<file path="config.mk">
export PLATFORM = sky130hd
export DESIGN_NAME = riscv_decode_stage_flat
export DESIGN_NICKNAME = d
export VERILOG_FILES = /design/src/rtl/riscv_decode_stage_if.sv /design/src/rtl/riscv_decode_stage.sv /design/src/flat_wrapper.sv
export SDC_FILE = /design/constraint.sdc
export NUM_CORES = 1
export LEC_CHECK = 0
export CAP_MARGIN = 20
export CELL_PAD_IN_SITES_DETAIL_PLACEMENT = 2
export CELL_PAD_IN_SITES_GLOBAL_PLACEMENT = 2
export CORE_ASPECT_RATIO = 1.1
export CORE_MARGIN = 1.5
export CORE_UTILIZATION = 37
export CTS_CLUSTER_DIAMETER = 100
export CTS_CLUSTER_SIZE = 25
export DETAILED_ROUTE_END_ITERATION = 10
export PLACE_DENSITY_LB_ADDON = 0.1
export SYNTH_ARGS = -nofsm -noshare
export SYNTH_HDL_FRONTEND = slang
export SYNTH_SLANG_ARGS = --single-unit
</file>
<file path="constraint.sdc">
create_clock -name clk -period 3.7 [get_ports clk]
set_clock_uncertainty 0.15 [all_clocks]
set_input_delay 0.74 -clock clk [delete_from_list [all_inputs] [get_ports clk]]
set_output_delay 0.74 -clock clk [all_outputs]
set_load 0.01 [all_outputs]
</file>
<file path="src/rtl/riscv_decode_stage_if.sv">
// Fetch-side and downstream-side handshake bundle for the RISC-V decode stage.
// The master modport is the fetch/consumer side; the slave modport is the stage.
interface riscv_decode_stage_if #(
    parameter int unsigned XLEN               = 32,
    parameter int unsigned INSTRUCTION_LENGTH = 32,
    parameter int unsigned TYPE_WIDTH         = 3,
    parameter int unsigned REGISTER_WIDTH     = 5,
    parameter int unsigned FLAG_WIDTH         = 8
);
    logic                          in_valid;
    logic                          in_ready;
    logic [INSTRUCTION_LENGTH-1:0] in_instruction;
    logic [XLEN-1:0]               in_pc;

    logic                          out_valid;
    logic                          out_ready;
    logic [TYPE_WIDTH-1:0]         out_type;
    logic [REGISTER_WIDTH-1:0]     out_rd;
    logic [REGISTER_WIDTH-1:0]     out_rs1;
    logic [REGISTER_WIDTH-1:0]     out_rs2;
    logic [XLEN-1:0]               out_imm;
    logic [FLAG_WIDTH-1:0]         out_flag;
    logic [XLEN-1:0]               out_pc;
    logic [INSTRUCTION_LENGTH-1:0] out_instruction;

    modport master (
        output in_valid, in_instruction, in_pc, out_ready,
        input  in_ready, out_valid, out_type, out_rd, out_rs1, out_rs2,
        input  out_imm, out_flag, out_pc, out_instruction
    );

    modport slave (
        input  in_valid, in_instruction, in_pc, out_ready,
        output in_ready, out_valid, out_type, out_rd, out_rs1, out_rs2,
        output out_imm, out_flag, out_pc, out_instruction
    );
endinterface

</file>
<file path="src/rtl/riscv_decode_stage.sv">
// RISC-V base-ISA decode stage: opcode classification, register/immediate extraction
// and a 2-entry output queue with valid/ready on both sides.
module riscv_decode_stage #(
    parameter int unsigned XLEN               = 32,
    parameter int unsigned INSTRUCTION_LENGTH = 32,
    parameter int unsigned TYPE_WIDTH         = 3,
    parameter int unsigned REGISTER_WIDTH     = 5,
    parameter int unsigned FLAG_WIDTH         = 8,
    parameter int unsigned COUNT_WIDTH        = 32
) (
    input  logic                   clk,
    input  logic                   reset_n,
    input  logic                   flush,
    riscv_decode_stage_if.slave    bus,
    output logic [COUNT_WIDTH-1:0] decode_count
);
    // Type codes as defined in instruction_types.defs; 0 marks an illegal opcode.
    localparam logic [2:0] R_TYPE  = 3'd1;
    localparam logic [2:0] I_TYPE  = 3'd2;
    localparam logic [2:0] S_TYPE  = 3'd3;
    localparam logic [2:0] SB_TYPE = 3'd4;
    localparam logic [2:0] U_TYPE  = 3'd5;
    localparam logic [2:0] UJ_TYPE = 3'd6;

    logic [31:0]               w_ins;
    logic [2:0]                w_type;
    logic [7:0]                w_flag;
    logic [31:0]               w_imm32;
    logic [XLEN-1:0]           w_imm;
    logic [REGISTER_WIDTH-1:0] w_rd;
    logic [REGISTER_WIDTH-1:0] w_rs1;
    logic [REGISTER_WIDTH-1:0] w_rs2;
    logic                      w_push;
    logic                      w_pop;

    logic [TYPE_WIDTH-1:0]         r_type  [2];
    logic [REGISTER_WIDTH-1:0]     r_rd    [2];
    logic [REGISTER_WIDTH-1:0]     r_rs1   [2];
    logic [REGISTER_WIDTH-1:0]     r_rs2   [2];
    logic [XLEN-1:0]               r_imm   [2];
    logic [FLAG_WIDTH-1:0]         r_flag  [2];
    logic [XLEN-1:0]               r_pc    [2];
    logic [INSTRUCTION_LENGTH-1:0] r_instr [2];
    logic                          r_wptr;
    logic                          r_rptr;
    logic [1:0]                    r_count;
    logic [COUNT_WIDTH-1:0]        r_decode_count;

    assign w_ins = 32'(bus.in_instruction);

    always_comb begin
        w_type  = 3'd0;
        w_flag  = 8'h10;
        w_imm32 = 32'd0;
        case (w_ins[6:0])
            7'b0110011, 7'b0111011: begin
                w_type = R_TYPE;
                w_flag = 8'h07;
            end
            7'b0010011, 7'b0011011, 7'b1110011, 7'b0001111: begin
                w_type  = I_TYPE;
                w_flag  = 8'h0B;
                w_imm32 = {{20{w_ins[31]}}, w_ins[31:20]};
            end
            7'b0000011: begin
                w_type  = I_TYPE;
                w_flag  = 8'h8B;
                w_imm32 = {{20{w_ins[31]}}, w_ins[31:20]};
            end
            7'b1100111: begin
                w_type  = I_TYPE;
                w_flag  = 8'h4B;
                w_imm32 = {{20{w_ins[31]}}, w_ins[31:20]};
            end
            7'b0100011: begin
                w_type  = S_TYPE;
                w_flag  = 8'h8E;
                w_imm32 = {{20{w_ins[31]}}, w_ins[31:25], w_ins[11:7]};
            end
            7'b1100011: begin
                w_type  = SB_TYPE;
                w_flag  = 8'h2E;
                w_imm32 = {{20{w_ins[31]}}, w_ins[7], w_ins[30:25], w_ins[11:8], 1'b0};
            end
            7'b0110111, 7'b0010111: begin
                w_type  = U_TYPE;
                w_flag  = 8'h09;
                w_imm32 = {w_ins[31:12], 12'd0};
            end
            7'b1101111: begin
                w_type  = UJ_TYPE;
                w_flag  = 8'h49;
                w_imm32 = {{12{w_ins[31]}}, w_ins[19:12], w_ins[20], w_ins[30:21], 1'b0};
            end
            default: ;
        endcase
    end

    // Signed cast widens with sign extension to XLEN.
    assign w_imm = XLEN'($signed(w_imm32));
    assign w_rd  = w_flag[0] ? REGISTER_WIDTH'(w_ins[11:7])  : '0;
    assign w_rs1 = w_flag[1] ? REGISTER_WIDTH'(w_ins[19:15]) : '0;
    assign w_rs2 = w_flag[2] ? REGISTER_WIDTH'(w_ins[24:20]) : '0;

    assign bus.in_ready  = (r_count != 2'd2) && !flush;
    assign bus.out_valid = (r_count != 2'd0);
    assign w_push        = bus.in_valid && bus.in_ready;
    assign w_pop         = bus.out_valid && bus.out_ready;

    always_ff @(posedge clk or negedge reset_n) begin
        if (!reset_n) begin
            r_wptr  <= 1'b0;
            r_rptr  <= 1'b0;
            r_count <= 2'd0;
            for (int i = 0; i < 2; i++) begin
                r_type[i]  <= '0;
                r_rd[i]    <= '0;
                r_rs1[i]   <= '0;
                r_rs2[i]   <= '0;
                r_imm[i]   <= '0;
                r_flag[i]  <= '0;
                r_pc[i]    <= '0;
                r_instr[i] <= '0;
            end
        end else if (flush) begin
            r_wptr  <= 1'b0;
            r_rptr  <= 1'b0;
            r_count <= 2'd0;
        end else begin
            if (w_push) begin
                r_type[r_wptr]  <= TYPE_WIDTH'(w_type);
                r_rd[r_wptr]    <= w_rd;
                r_rs1[r_wptr]   <= w_rs1;
                r_rs2[r_wptr]   <= w_rs2;
                r_imm[r_wptr]   <= w_imm;
                r_flag[r_wptr]  <= FLAG_WIDTH'(w_flag);
                r_pc[r_wptr]    <= bus.in_pc;
                r_instr[r_wptr] <= bus.in_instruction;
                r_wptr          <= ~r_wptr;
            end
            if (w_pop) begin
                r_rptr <= ~r_rptr;
            end
            r_count <= r_count + {1'b0, w_push} - {1'b0, w_pop};
        end
    end

    // Counts every output handshake, including one coinciding with a flush.
    always_ff @(posedge clk or negedge reset_n) begin
        if (!reset_n) begin
            r_decode_count <= '0;
        end else if (w_pop) begin
            r_decode_count <= r_decode_count + 1'b1;
        end
    end

    assign decode_count        = r_decode_count;
    assign bus.out_type        = r_type[r_rptr];
    assign bus.out_rd          = r_rd[r_rptr];
    assign bus.out_rs1         = r_rs1[r_rptr];
    assign bus.out_rs2         = r_rs2[r_rptr];
    assign bus.out_imm         = r_imm[r_rptr];
    assign bus.out_flag        = r_flag[r_rptr];
    assign bus.out_pc          = r_pc[r_rptr];
    assign bus.out_instruction = r_instr[r_rptr];
endmodule

</file>
<file path="src/flat_wrapper.sv">
// flat-port wrapper written by rule: the top's interface ports become plain ports
module riscv_decode_stage_flat 
#(
    parameter int unsigned XLEN               = 32,
    parameter int unsigned INSTRUCTION_LENGTH = 32,
    parameter int unsigned TYPE_WIDTH         = 3,
    parameter int unsigned REGISTER_WIDTH     = 5,
    parameter int unsigned FLAG_WIDTH         = 8,
    parameter int unsigned COUNT_WIDTH        = 32
)
  (clk, reset_n, flush, decode_count, bus_in_valid, bus_in_instruction, bus_in_pc, bus_out_ready, bus_in_ready, bus_out_valid, bus_out_type, bus_out_rd, bus_out_rs1, bus_out_rs2, bus_out_imm, bus_out_flag, bus_out_pc, bus_out_instruction);
  riscv_decode_stage_if #(.XLEN(XLEN), .INSTRUCTION_LENGTH(INSTRUCTION_LENGTH), .TYPE_WIDTH(TYPE_WIDTH), .REGISTER_WIDTH(REGISTER_WIDTH), .FLAG_WIDTH(FLAG_WIDTH)) bus_i ();
  input  logic clk;
  input  logic reset_n;
  input  logic flush;
  output logic [COUNT_WIDTH-1:0] decode_count;
  input wire logic [$bits(bus_i.in_valid)-1:0] bus_in_valid;
  input wire logic [$bits(bus_i.in_instruction)-1:0] bus_in_instruction;
  input wire logic [$bits(bus_i.in_pc)-1:0] bus_in_pc;
  input wire logic [$bits(bus_i.out_ready)-1:0] bus_out_ready;
  output wire logic [$bits(bus_i.in_ready)-1:0] bus_in_ready;
  output wire logic [$bits(bus_i.out_valid)-1:0] bus_out_valid;
  output wire logic [$bits(bus_i.out_type)-1:0] bus_out_type;
  output wire logic [$bits(bus_i.out_rd)-1:0] bus_out_rd;
  output wire logic [$bits(bus_i.out_rs1)-1:0] bus_out_rs1;
  output wire logic [$bits(bus_i.out_rs2)-1:0] bus_out_rs2;
  output wire logic [$bits(bus_i.out_imm)-1:0] bus_out_imm;
  output wire logic [$bits(bus_i.out_flag)-1:0] bus_out_flag;
  output wire logic [$bits(bus_i.out_pc)-1:0] bus_out_pc;
  output wire logic [$bits(bus_i.out_instruction)-1:0] bus_out_instruction;
  assign bus_i.in_valid = bus_in_valid;
  assign bus_i.in_instruction = bus_in_instruction;
  assign bus_i.in_pc = bus_in_pc;
  assign bus_i.out_ready = bus_out_ready;
  assign bus_in_ready = bus_i.in_ready;
  assign bus_out_valid = bus_i.out_valid;
  assign bus_out_type = bus_i.out_type;
  assign bus_out_rd = bus_i.out_rd;
  assign bus_out_rs1 = bus_i.out_rs1;
  assign bus_out_rs2 = bus_i.out_rs2;
  assign bus_out_imm = bus_i.out_imm;
  assign bus_out_flag = bus_i.out_flag;
  assign bus_out_pc = bus_i.out_pc;
  assign bus_out_instruction = bus_i.out_instruction;
  riscv_decode_stage #(.XLEN(XLEN), .INSTRUCTION_LENGTH(INSTRUCTION_LENGTH), .TYPE_WIDTH(TYPE_WIDTH), .REGISTER_WIDTH(REGISTER_WIDTH), .FLAG_WIDTH(FLAG_WIDTH), .COUNT_WIDTH(COUNT_WIDTH)) u_core (.clk(clk), .reset_n(reset_n), .flush(flush), .bus(bus_i), .decode_count(decode_count));
endmodule
</file>
---- Word-level counts from Yosys, hierarchy flattened ----
Cells that the tools add are included.
word-level totals
  word-level logic and storage cells ...... 109
  output and inout bits ................... 156
  input port bits ......................... 69
  register bits ........................... 280
cells by class
  equality and inequality tests ........... 14
  order comparisons ....................... 3
  $add $sub $neg .......................... 3
  multiplexer cells ....................... 51
  bitwise gates (word level) .............. 5
  reduce and logical (&&, ||, !) cells .... 13
operators by type and width
  operator                                                          number
  32-bit 2-to-1 mux                                                 10
  64-bit bitwise mux                                                3
  32-bit case mux with 5 select lines                               1
  5-bit 2-to-1 mux                                                  13
  8-bit case mux with 8 select lines                                1
  32-bit by 1-bit adder with 32-bit output (second input constant)  1
  32-bit demux with 1-bit select                                    1
  8-bit 2-to-1 mux                                                  4
  10-bit bitwise mux                                                3
  7-bit by 6-bit == test with 1-bit output (second input constant)  4
  7-bit == test (second input constant)                             4
  7-bit by 5-bit == test with 1-bit output (second input constant)  3
  3-bit case mux with 6 select lines                                1
  16-bit bitwise mux                                                1
  3-bit 2-to-1 mux                                                  4
  8-bit demux with 1-bit select                                     1
  7-bit by 2-bit == test with 1-bit output (second input constant)  1
  7-bit by 4-bit == test with 1-bit output (second input constant)  1
  6-bit bitwise mux                                                 1
  2-bit nonzero test                                                3
  6-bit OR reduction                                                1
  5-bit demux with 1-bit select                                     1
  2-bit >= comparator (second input constant)                       2
  1-bit logical AND                                                 4
  13 further kinds                                                  20

---- Logic depth before layout (Yosys ltp) ----
Gate-level depths: netlist of the first run.
  depth after elaboration ................. 6
  depth in mapped cells ................... 9
  mapped depth without buffers ............ 9

---- Worst setup path after synthesis of the first run ----
No wires, ideal clock.
  path kind ............................... flip-flop to output port
  start point ............................. reg u_core.r_rptr
  end point ............................... out bus_out_flag[3]
  data arrival time ....................... 1.521 ns
  stages on the path, launching flop included .. 5
  buffers on the path ..................... 3
  slack ................................... 1.289 ns
  path through ............................ dfrtp_1 -> clkbuf_1 -> clkbuf_1 -> clkbuf_1 -> mux2_2
on the way
  longest elaborated chain between the ends .. 4
RTL lines
  what                                                 RTL line                   text
  from (decl)                                          riscv_decode_stage.sv:45   logic r_rptr;
  from (signal assigned)                               riscv_decode_stage.sv:142  r_rptr <= ~r_rptr;
  1-bit NOT with 2-bit output (not written as such)    riscv_decode_stage.sv:163  assign bus.out_flag = r_flag[r_rptr];
  8-bit 2-to-1 mux (not written as such) (3 in a row)  riscv_decode_stage.sv:163
  to (decl)                                            flat_wrapper.sv:28         output wire logic [$bits(bus_i.out_flag)-1:0] bus_out_flag;
No other way between the ends. The select of a mux whose other input is x is not followed.

---- Worst setup path after layout of the first run ----
  start point ............................. reg u_core.r_rptr
  end point ............................... out bus_out_imm[31]
on the way
  longest elaborated chain between the ends .. 4
RTL lines
  what                                                  RTL line                   text
  1-bit NOT with 2-bit output (not written as such)     riscv_decode_stage.sv:162  assign bus.out_imm = r_imm[r_rptr];
  32-bit 2-to-1 mux (not written as such) (3 in a row)  riscv_decode_stage.sv:162
  to (decl)                                             flat_wrapper.sv:27         output wire logic [$bits(bus_i.out_imm)-1:0] bus_out_imm;
No other way between the ends. The select of a mux whose other input is x is not followed.

==> impl_results.md, run 1 <==
- Gate family responsible for the most delay along the worst path: buffers and inverters
- Via count of the first global-routing pass: 10500
- Unrepaired setup endpoints after global routing: false
- Final-layout fill cell count: 3506
- Mean Syn Cell Area: 10.9 sq um
- Clock buffer count from CTS: 15
- Delay contributed by the slowest stage of the critical path: 650 ps
- Most heavily used metal layer in global routing: met2
- Residual antenna-violating net count after detailed routing: 0
- Final Net Count: 1442
- Number of vias per cell: 5.26
- Cells traversed along the worst timing path: buf_12, mux2_2, clkdlybuf4s50_1
- Total number of placement rows: 71
- Number of cells on the worst reg-to-reg path: 4
- Register-to-Register Setup Slack: 1130 ps
- Post-synthesis adder-cell area fraction: 0.293%
- Number of clock sinks: 280
- WP data arrival: 2470 ps
- Slew @ Worst Pin: 1000 ps
- Cell chosen for the clock root: sky130_fd_sc_hd__clkbuf_16
- Gate Count Post-Synth: 1173
- Post-synthesis async set-or-reset flop share: 100%
- Reg2Reg Capture Point: u_core.r_instr[13]
- Number of enable flip-flop cells after synthesis: 0
- Area fraction in compound gates after synthesis: 9.17%
- Routed wire per std cell: 20.9 um
- Latest clock arrival within the worst-skew pair: 500 ps
- Footprint of the multi-input gates: 5430 sq um
- Number of distinct library cells after synthesis: 65
- Clock transition time at the flip-flop clock pins of the worst setup and hold paths: 100 ps
- Start-to-end type of the worst setup path: reg -> out
- Final cell area excluding filler cells: 16000 sq um
- Number of buffers and inverters on the critical path: 2
- Maximum vdd drop: 0.370 mV
- Share of synthesized area occupied by flip-flops and latches: 54.7%
- Startpoint type of the worst setup path: register
- DR vias: 9507
- Resized Gates After CTS: 0
- Synth Cell Area: 12800 sq um
- Primary flip-flop cell chosen by synthesis mapping: sky130_fd_sc_hd__dfrtp_1
- Placeable core region: 34100 sq um
- Leftover overflow at the end of global routing: 0
- Area of all sequential standard cells: 7010 sq um
- Highest fanout seen on the critical path: 57
- Area added between synthesis and finish: 24.9%
- Total of warnings raised by yosys: 0
- Multiplexer share of the synthesized area: 16.3%
- Number of DRC markers after the initial detailed-route iteration: 378
- Inserted Diodes: 0
- Worst slew margin relative to its limit: 33.3%
- Clock tree from TritonCTS: done
- Commonest cells in the netlist: 304 x sky130_fd_sc_hd__nand2_1, 280 x sky130_fd_sc_hd__dfrtp_1, 183 x sky130_fd_sc_hd__mux2_2
- Setup-failing EPs final: 0
- Ratio of cells with drive above 1 in the final layout: 19.5%
- Cell accounting for the most synthesized area: sky130_fd_sc_hd__dfrtp_1
- Met3 usage in global routing: 3.55%
- Parity-gate share of the synthesized area counting xor and xnor cells: 2.33%
- Global-route wire length before repair: 61000 um
- Post-detailed-placement cell area: 15600 sq um
- DRC errors left: 5
- Top-count cell post-synth: sky130_fd_sc_hd__nand2_1
- Most area-consuming cells after synthesis: sky130_fd_sc_hd__dfrtp_1 55%, sky130_fd_sc_hd__mux2_2 16%, sky130_fd_sc_hd__nand2_1 8.9%
- Placer Congestion: 0.823
- Maximum number of pins on one net before global-route repair: 86
- Initial antenna violation count: 0
- Number of post-CTS setup repair buffers: 0
- Number of iterations in the first detailed-routing pass: 9
- Met1 usage in global routing: 28.4%
- Required time at the endpoint of the critical path: 2810 ps
- Hpwl dp: 25700 um
- GR met2 Demand/Resource: 38.1%
- Cell type of the slowest stage on the worst timing path: sky130_fd_sc_hd__dfrtp_4
- Register bit total from synthesis: 280
- Leakage: 7.11 nW
- Die footprint: 35700 sq um
- Total wirelength of the detailed-routed design: 37900 um
- Die Y: 198 um
- Ratio of final minimum period to clock period: 90.9%
- Initial Util: 37.5%
- Share of Yosys cell area claimed by the top area cell type: 54.7%
- Failing checks: DRC
- Max Cap Viol: 0
- Number of pins exceeding their max-slew limit in the final report: 0
- IO Port Bufs: 224
- Path category of the worst min-delay check: in -> async
- Main combinational cell family by area after synthesis: multiplexers
- Synthesized netlist net count: 1245
- Worst Setup End Kind: primary output
- Result of the run: complete, but fails checks
- Overall power of the completed layout: 9.65 mW
- Ports: 225
- GRT Overall Usage: 21.6%
- Number of buffers inserted by hold repair at cts: 0
- Final-layout setup total negative slack: 0 ps
- Hold Violations, Final: 0
- Achievable clock frequency: 297 MHz
- Cell area power density: 603 nW/um^2
- Startpoint of the worst-slack reg-to-reg timing path: u_core.r_count[1]
- Longest Clk Path Bufs: 3
- Die X-Extent: 180 um
- Period minus WS final: 3360 ps
- Post-synthesis share of cell area spent on and, or, nand and nor gates: 14.1%
- Htree depth: 1
==> final cells by class <==
class                   count  share of cell area, %
clock buffers              15                   2.35
clock inverters             3                  0.313
inverters                  13                  0.305
multi-input cells         808                   34.0
flip-flops and latches    280                   43.8
well taps                 438                   3.43
repair buffers            252                   15.8
==> report_power, final <==
group,internal (mW),total (mW),switching [mW],leakage [nW]
Clock,0.818,1.86,1.04,0.209
Sequential,3.83,4.29,0.454,3.65
Combinational,1.95,3.51,1.56,3.24
==> layer usage <==
layer,wire (um),up-vias
met3,1600,28
li1,-,4386
met4,421,0
met5,0,-
met2,19200,172
met1,16600,4921
==> sequential cells by signal, indices dropped and copies added (netlist names) <==
| register | flops |
|---|---|
| u_core.r_pc | 64 |
| u_core.r_imm | 64 |
| u_core.r_rptr | 1 |
| u_core.r_rs2 | 10 |
| u_core.r_instr | 64 |
| u_core.decode_count | 32 |
| u_core.r_type | 6 |
| u_core.r_flag | 16 |
| u_core.r_rd | 10 |
| u_core.r_wptr | 1 |
| u_core.r_count | 2 |
| u_core.r_rs1 | 10 |
==> worst max-delay path by stage <==
stage | start | endpoint | slack [ps] | cells past startpoint
floorplan | u_core.r_rptr | bus_out_flag[3] | 1290 | 4
global placement | bus_in_instruction[6] | u_core.r_imm[17] | 510 | 6
detailed placement | bus_in_instruction[5] | u_core.r_imm[17] | 490 | 6
CTS | u_core.r_rptr | bus_out_imm[31] | 280 | 3
global route | u_core.r_rptr | bus_out_instruction[19] | 250 | 3
finish | u_core.r_rptr | bus_out_imm[31] | 340 | 3
==> cell families after synthesis <==
logic type	after synthesis
flops	280
buf+inv	85
xor+xnor	34
fa+ha+maj	3
simple gates	414
compound gates	172
mux	185
==> placed cells by master, fill, tap and decap left out, types with 18 or more instances in the layout <==
cell type                         Yosys  final
sky130_fd_sc_hd__a21oi_1             19     19
sky130_fd_sc_hd__a22o_1              24     24
sky130_fd_sc_hd__buf_4                1     22
sky130_fd_sc_hd__clkdlybuf4s50_1      0    223
sky130_fd_sc_hd__dfrtp_1            280    279
sky130_fd_sc_hd__mux2_2             183    183
sky130_fd_sc_hd__nand2_1            304    304
sky130_fd_sc_hd__nand3_1             18     18
sky130_fd_sc_hd__nor2_1              30     30
sky130_fd_sc_hd__o21ai_1             67     67
sky130_fd_sc_hd__xnor2_1             19     19
==> per-stage QoR <==
| step | cells | worst slack, ps | utilization [%] | hold WS, ps |
|---|---|---|---|---|
| CTS | 1809 | 282 | 46.9 | 129 |
| global placement | 1791 | 509 | 45.7 | 302 |
| detailed placement | 1791 | 489 | 45.7 | 315 |
| floorplan | 1173 | 1290 | - | 291 |
| finish | 1809 | 336 | 46.9 | 90.4 |
| global route | 1809 | 247 | 46.9 | 131 |
No activity file was read; power rests on OpenSTA's default activity.
==> run 2, diff against run 1 <==
--- a/config.mk
+++ b/config.mk
@@ -8,13 +8,15 @@
 export CAP_MARGIN = 20
 export CELL_PAD_IN_SITES_DETAIL_PLACEMENT = 2
 export CELL_PAD_IN_SITES_GLOBAL_PLACEMENT = 2
-export CORE_ASPECT_RATIO = 1.1
+export CORE_ASPECT_RATIO = 1.4
 export CORE_MARGIN = 1.5
 export CORE_UTILIZATION = 37
 export CTS_CLUSTER_DIAMETER = 100
 export CTS_CLUSTER_SIZE = 25
 export DETAILED_ROUTE_END_ITERATION = 10
 export PLACE_DENSITY_LB_ADDON = 0.1
+export SKIP_CTS_REPAIR_TIMING = 1
+export SLEW_MARGIN = 20
 export SYNTH_ARGS = -nofsm -noshare
 export SYNTH_HDL_FRONTEND = slang
 export SYNTH_SLANG_ARGS = --single-unit
==> run 2 against run 1 <==
  * The run ends with hold timing left
  * Flip-flop and latch count unchanged
  * Combinational power increased by 1%
  * Clock power fell by 4%
  * Global-route usage up 0.19 points
  * Critical path type unchanged
  * Highest routed layer unchanged
==> impl_results.md, run 2 (same netlist as run 1, synthesis figures left out) <==
- Total number of placement rows: 80 (was 71)
- Leftover overflow at the end of global routing: 0 (unchanged)
- Hpwl dp: 26500 um (was 25700 um)
- Die X-Extent: 160 um (was 180 um)
- Number of buffers and inverters on the critical path: 2 (unchanged)
- Longest Clk Path Bufs: 3 (unchanged)
- Required time at the endpoint of the critical path: 2810 ps (about the same)
- GRT Overall Usage: 21.8% (was 21.6%)
- Most frequent standard cell in the layout excluding fill and tap cells: sky130_fd_sc_hd__nand2_1 (unchanged)
- Leakage: 7.09 nW (was 7.11 nW)
- Final Non-Filler Cells: 1818 (was 1809)
- Slew @ Worst Pin: 636 ps (was 1000 ps)
- Ratio of final minimum period to clock period: 89.0% (was 90.9%)
- Htree depth: 1 (unchanged)
- Setup-failing EPs final: 0 (unchanged)
- Period minus WS final: 3290 ps (was 3360 ps)
- Final worst-path setup slack: 408 ps (was 336 ps)
- Via count of the first global-routing pass: 10800 (was 10500)
- Ports: 225 (unchanged)
- Clock transition time at the flip-flop clock pins of the worst setup and hold paths: 100 ps (about the same)
- Maximum number of pins on one net before global-route repair: 98 (was 86)
- Final-layout setup total negative slack: 0 ps (unchanged)
- Worst slew margin relative to its limit: 57.5% (was 33.3%)
- Max Cap Viol: 0 (unchanged)
- Worst setup slack after placement: 432 ps (was 489 ps)
- Gate family responsible for the most delay along the worst path: buffers and inverters (unchanged)
- Hold Violations, Final: 10 (was 0)
- Routed wire per std cell: 21.0 um (was 20.9 um)
- Die footprint: 35700 sq um (about the same)
- Initial antenna violation count: 0 (unchanged)
- Global-route wire length before repair: 61900 um (was 61000 um)
- Cells traversed along the worst timing path: buf_12, mux2_2, clkdlybuf4s50_1 (unchanged)
- Maximum vdd drop: 0.499 mV (was 0.370 mV)
- Delay contributed by the slowest stage of the critical path: 660 ps (was 650 ps)
- Area added between synthesis and finish: 25.1% (was 24.9%)
- Largest registers: u_core.r_imm (64), u_core.r_instr (64), u_core.r_pc (64) (unchanged)
- Unrepaired setup endpoints after global routing: false (unchanged)
- Number of DRC markers after the initial detailed-route iteration: 440 (was 378)
- Clock tree from TritonCTS: done (unchanged)
- Highest fanout seen on the critical path: 35 (was 57)
- Achievable clock frequency: 304 MHz (was 297 MHz)
- Startpoint type of the worst setup path: register (unchanged)
- Result of the run: complete, but fails checks (unchanged)
- Cell type of the slowest stage on the worst timing path: sky130_fd_sc_hd__dfrtp_4 (unchanged)
- Latest clock arrival within the worst-skew pair: 510 ps (was 500 ps)
- Final Net Count: 1438 (was 1442)
- Cell area power density: 602 nW/um^2 (was 603 nW/um^2)
- Residual antenna-violating net count after detailed routing: 0 (unchanged)
- WP data arrival: 2400 ps (was 2470 ps)
- Total wirelength of the detailed-routed design: 38200 um (was 37900 um)
- Final-layout fill cell count: 3491 (was 3506)
- Cell chosen for the clock root: sky130_fd_sc_hd__clkbuf_16 (unchanged)
- Placeable core region: 34100 sq um (about the same)
- DR vias: 9495 (was 9507)
- Initial Util: 37.5% (about the same)
- Worst Setup End Kind: primary output (unchanged)
- Commonest cells after routing, fill and taps aside: 304 x sky130_fd_sc_hd__nand2_1, 279 x sky130_fd_sc_hd__dfrtp_1, 223 x sky130_fd_sc_hd__clkdlybuf4s50_1 (unchanged)
- Number of clock sinks: 280 (unchanged)
- Path category of the worst min-delay check: in -> async (unchanged)
- Number of pins exceeding their max-slew limit in the final report: 0 (unchanged)
- Number of vias per cell: 5.22 (was 5.26)
- Ratio of cells with drive above 1 in the final layout: 19.2% (was 19.5%)
- Start-to-end type of the worst setup path: reg -> out (unchanged)
- Die Y: 223 um (was 198 um)
- Number of iterations in the first detailed-routing pass: 4 (was 9)
- DRC errors left: 0 (was 5)
- Number of cells after detailed placement: 1800 (was 1791)
- Worst slack on hold paths: -6.58 ps (was 90.4 ps)
- Placer Congestion: 0.835 (was 0.823)
- Failing checks: hold timing (was DRC)
- Overall power of the completed layout: 9.64 mW (was 9.65 mW)
- Clock buffer count from CTS: 15 (unchanged)
- Inserted Diodes: 0 (unchanged)
- IO Port Bufs: 224 (unchanged)
[run 2: changes by cell type in the layout (fill, tap and decap cells not counted)]
cell,change
sky130_fd_sc_hd__clkinv_4,-1
sky130_fd_sc_hd__clkbuf_1,+1
sky130_fd_sc_hd__inv_8,-1
sky130_fd_sc_hd__buf_4,-8
sky130_fd_sc_hd__bufinv_16,-1
sky130_fd_sc_hd__inv_16,+1
sky130_fd_sc_hd__buf_12,+4
sky130_fd_sc_hd__inv_6,+1
[run 2: area by class of cell]
class                           instances  area (sq um)  area share, %
Clock buffer                           16           379           2.37
Multi-Input combinational cell        808          5430           33.9
Clock inverter                          2          28.8          0.180
Timing Repair Buffer                  248          2550           15.9
Inverter                               13          48.8          0.305
Tap cell                              451           564           3.52
Sequential cell                       280          7010           43.8
[run 2: worst register-to-register path: stages (launching register included)]
cell and delay (ps):
sky130_fd_sc_hd__dfrtp_1 440, sky130_fd_sc_hd__nor2b_1 220, sky130_fd_sc_hd__nand4bb_4 430, sky130_fd_sc_hd__nand2b_1 360, sky130_fd_sc_hd__nor2_1 550, sky130_fd_sc_hd__a22o_1 220
[run 2: path summary, 6_finish.rpt]
check	startpoint	to	slack [ps]	depth (start not counted)
min in group clk	u_core.r_pc[63]	u_core.r_pc[63]	340	2
worst min-delay path	reset_n	u_core.decode_count[14]	-7	1
worst max-delay path	u_core.r_rptr	bus_out_instruction[19]	410	3
max in group asynchronous	reset_n	u_core.r_instr[12]	2520	2
worst min register to register	u_core.r_pc[63]	u_core.r_pc[63]	340	2
worst max register to register	u_core.r_count[1]	u_core.r_rs1[3]	1250	5
[run 2: metrics by stage]
stage,cell area (sq um),util (%)
4_1_cts,16000,46.9
6_report,16000,46.9
2_1_floorplan,12800,-
3_3_place_gp,15600,45.7
3_5_place_dp,15600,45.7
5_1_grt,16000,46.9
[run 2: where the power goes]
group	leakage (nW)	internal, mW	total, mW	switching (mW)
clock network	0.200	0.758	1.78	1.03
registers	3.65	3.83	4.29	0.463
logic	3.24	1.97	3.56	1.59
total	7.09	6.56	9.64	3.08
[run 2: per-layer routing]
metal | part of all wire [%] | up-vias | track usage, %
met5 | 0 | - | 0
met4 | 1.6 | 0 | 4.10
met3 | 3.6 | 33 | 2.90
met2 | 52 | 171 | 39.7
met1 | 43 | 4923 | 27.7
li1 | - | 4368 | -
==> run 3, diff against run 2 <==
--- a/config.mk
+++ b/config.mk
@@ -9,7 +9,7 @@
 export CELL_PAD_IN_SITES_DETAIL_PLACEMENT = 2
 export CELL_PAD_IN_SITES_GLOBAL_PLACEMENT = 2
 export CORE_ASPECT_RATIO = 1.4
-export CORE_MARGIN = 1.5
+export CORE_MARGIN = 8
 export CORE_UTILIZATION = 37
 export CTS_CLUSTER_DIAMETER = 100
 export CTS_CLUSTER_SIZE = 25
==> run 3 against run 2 <==
  * Sequential share of layout area grew 0.079 points
  * The flow now finishes without violations
  * Die area grew 14%
  * Register-to-register slack gained 80 ps
  * Sequential power is essentially flat
  * Combinational power is essentially flat
==> impl_results.md, run 3 (same netlist as run 1, synthesis figures left out) <==
- Most frequent standard cell in the layout excluding fill and tap cells: sky130_fd_sc_hd__nand2_1 (unchanged)
- Final Non-Filler Cells: 1816 (was 1818)
- Final Net Count: 1437 (was 1438)
- Ratio of final minimum period to clock period: 86.6% (was 89.0%)
- Leakage: 7.08 nW (was 7.09 nW)
- Max Cap Viol: 0 (unchanged)
- Number of iterations in the first detailed-routing pass: 4 (unchanged)
- Initial antenna violation count: 0 (unchanged)
- Worst setup slack after placement: 457 ps (was 432 ps)
- Inserted Diodes: 0 (unchanged)
- Worst slew margin relative to its limit: 57.3% (was 57.5%)
- DR vias: 9487 (was 9495)
- Leftover overflow at the end of global routing: 0 (unchanged)
- Htree depth: 1 (unchanged)
- Commonest cells after routing, fill and taps aside: 304 x sky130_fd_sc_hd__nand2_1, 279 x sky130_fd_sc_hd__dfrtp_1, 223 x sky130_fd_sc_hd__clkdlybuf4s50_1 (unchanged)
- Slew @ Worst Pin: 639 ps (was 636 ps)
- Initial Util: 37.5% (unchanged)
- CP startpoint: u_core.r_rptr (unchanged)
- Final worst-path setup slack: 497 ps (was 408 ps)
- Result of the run: complete, no violations (was complete, but fails checks)
- Die footprint: 40900 sq um (was 35700 sq um)
- Maximum number of pins on one net before global-route repair: 83 (was 98)
- Number of vias per cell: 5.22 (about the same)
- Period minus WS final: 3200 ps (was 3290 ps)
- Placer Congestion: 0.821 (was 0.835)
- Die X-Extent: 173 um (was 160 um)
- Area added between synthesis and finish: 24.9% (was 25.1%)
- Startpoint of the worst-slack reg-to-reg timing path: u_core.r_count[1] (unchanged)
- Placeable core region: 34100 sq um (unchanged)
- Highest fanout seen on the critical path: 63 (was 35)
- Clock buffer count from CTS: 15 (unchanged)
- Number of pins exceeding their max-slew limit in the final report: 0 (unchanged)
- WP data arrival: 2310 ps (was 2400 ps)
- Overall power of the completed layout: 9.65 mW (was 9.64 mW)
- Longest Clk Path Bufs: 3 (unchanged)
- Post-layout utilization of the core: 46.8% (was 46.9%)
- Required time at the endpoint of the critical path: 2810 ps (about the same)
- GRT Overall Usage: 19.0% (was 21.8%)
- Maximum vdd drop: 0.464 mV (was 0.499 mV)
- Total wirelength of the detailed-routed design: 39100 um (was 38200 um)
- Global-route wire length before repair: 63300 um (was 61900 um)
- Die Y: 236 um (was 223 um)
- Total number of placement rows: 80 (unchanged)
- Largest registers: u_core.r_imm (64), u_core.r_instr (64), u_core.r_pc (64) (unchanged)
- Final-layout setup total negative slack: 0 ps (unchanged)
- Setup-failing EPs final: 0 (unchanged)
- Cell area power density: 604 nW/um^2 (was 602 nW/um^2)
- Number of DRC markers after the initial detailed-route iteration: 454 (was 440)
- Latest clock arrival within the worst-skew pair: 500 ps (was 510 ps)
- Via count of the first global-routing pass: 10900 (was 10800)
- Number of cells after detailed placement: 1799 (was 1800)
- Hpwl dp: 27700 um (was 26500 um)
- Ports: 225 (unchanged)
- Unrepaired setup endpoints after global routing: false (unchanged)
- Cell chosen for the clock root: sky130_fd_sc_hd__clkbuf_16 (unchanged)
- Worst Setup End Kind: primary output (unchanged)
- Clock transition time at the flip-flop clock pins of the worst setup and hold paths: 100 ps (about the same)
- Hold Violations, Final: 0 (was 10)
- Routed wire per std cell: 21.5 um (was 21.0 um)
- Ratio of cells with drive above 1 in the final layout: 19.1% (was 19.2%)
- Startpoint type of the worst setup path: register (unchanged)
- Path category of the worst min-delay check: in -> async (unchanged)
- Number of clock sinks: 280 (unchanged)
- Start-to-end type of the worst setup path: reg -> out (unchanged)
- Clock tree from TritonCTS: done (unchanged)
- DRC errors left: 0 (unchanged)
- IO Port Bufs: 224 (unchanged)
- Achievable clock frequency: 312 MHz (was 304 MHz)
- Residual antenna-violating net count after detailed routing: 0 (unchanged)
## run 3: cell types whose count changed in the layout (fill, tap and decap cells not counted)
cell                     change
sky130_fd_sc_hd__buf_12      -1
sky130_fd_sc_hd__inv_6       -1
## run 3: worst paths after layout
check / to / slack, ps / cells past startpoint
min: u_core.decode_count[31] / 30 / 1
min in group clk: u_core.decode_count[31] / 330 / 1
max reg2reg: u_core.r_rs1[0] / 1330 / 5
max in group asynchronous: u_core.r_pc[15] / 2480 / 2
max: bus_out_type[2] / 500 / 3
min reg2reg: u_core.decode_count[31] / 330 / 1
## run 3: layout make-up
cell class,count,area [sq um]
Multi-Input combinational cell,808,5430
Clock inverter,1,20.0
Fill cell,3477,18100
Timing Repair Buffer,247,2530
Inverter,13,48.8
Clock buffer,16,379
Tap cell,451,564
Sequential cell,280,7010
## run 3: worst max-delay path: stages (launching register included)
cell and delay, ps:
sky130_fd_sc_hd__dfrtp_4 500, sky130_fd_sc_hd__buf_12 320, sky130_fd_sc_hd__mux2_2 380, sky130_fd_sc_hd__clkdlybuf4s50_1 560
## run 3: power breakdown
group	switching, mW	total [mW]	leakage, nW	internal (mW)
Sequential	0.427	4.26	3.65	3.83
Combinational	1.62	3.59	3.23	1.96
Clock	1.05	1.81	0.196	0.754
## run 3: per-stage QoR
step           area (sq um)  hold slack (ps)
2_1_floorplan         12800              291
3_3_place_gp          15600              304
3_5_place_dp          15600              315
4_1_cts               16000             37.4
5_1_grt               16000             55.3
6_report              16000             25.2
## run 3: layer usage
layer	wire length (um)	part of all wire, %	global-route usage, %
met1	16500	42	23.3
met2	20400	52	34.1
met3	1500	3.8	3.39
met4	751	1.9	4.30
met5	0	0	0
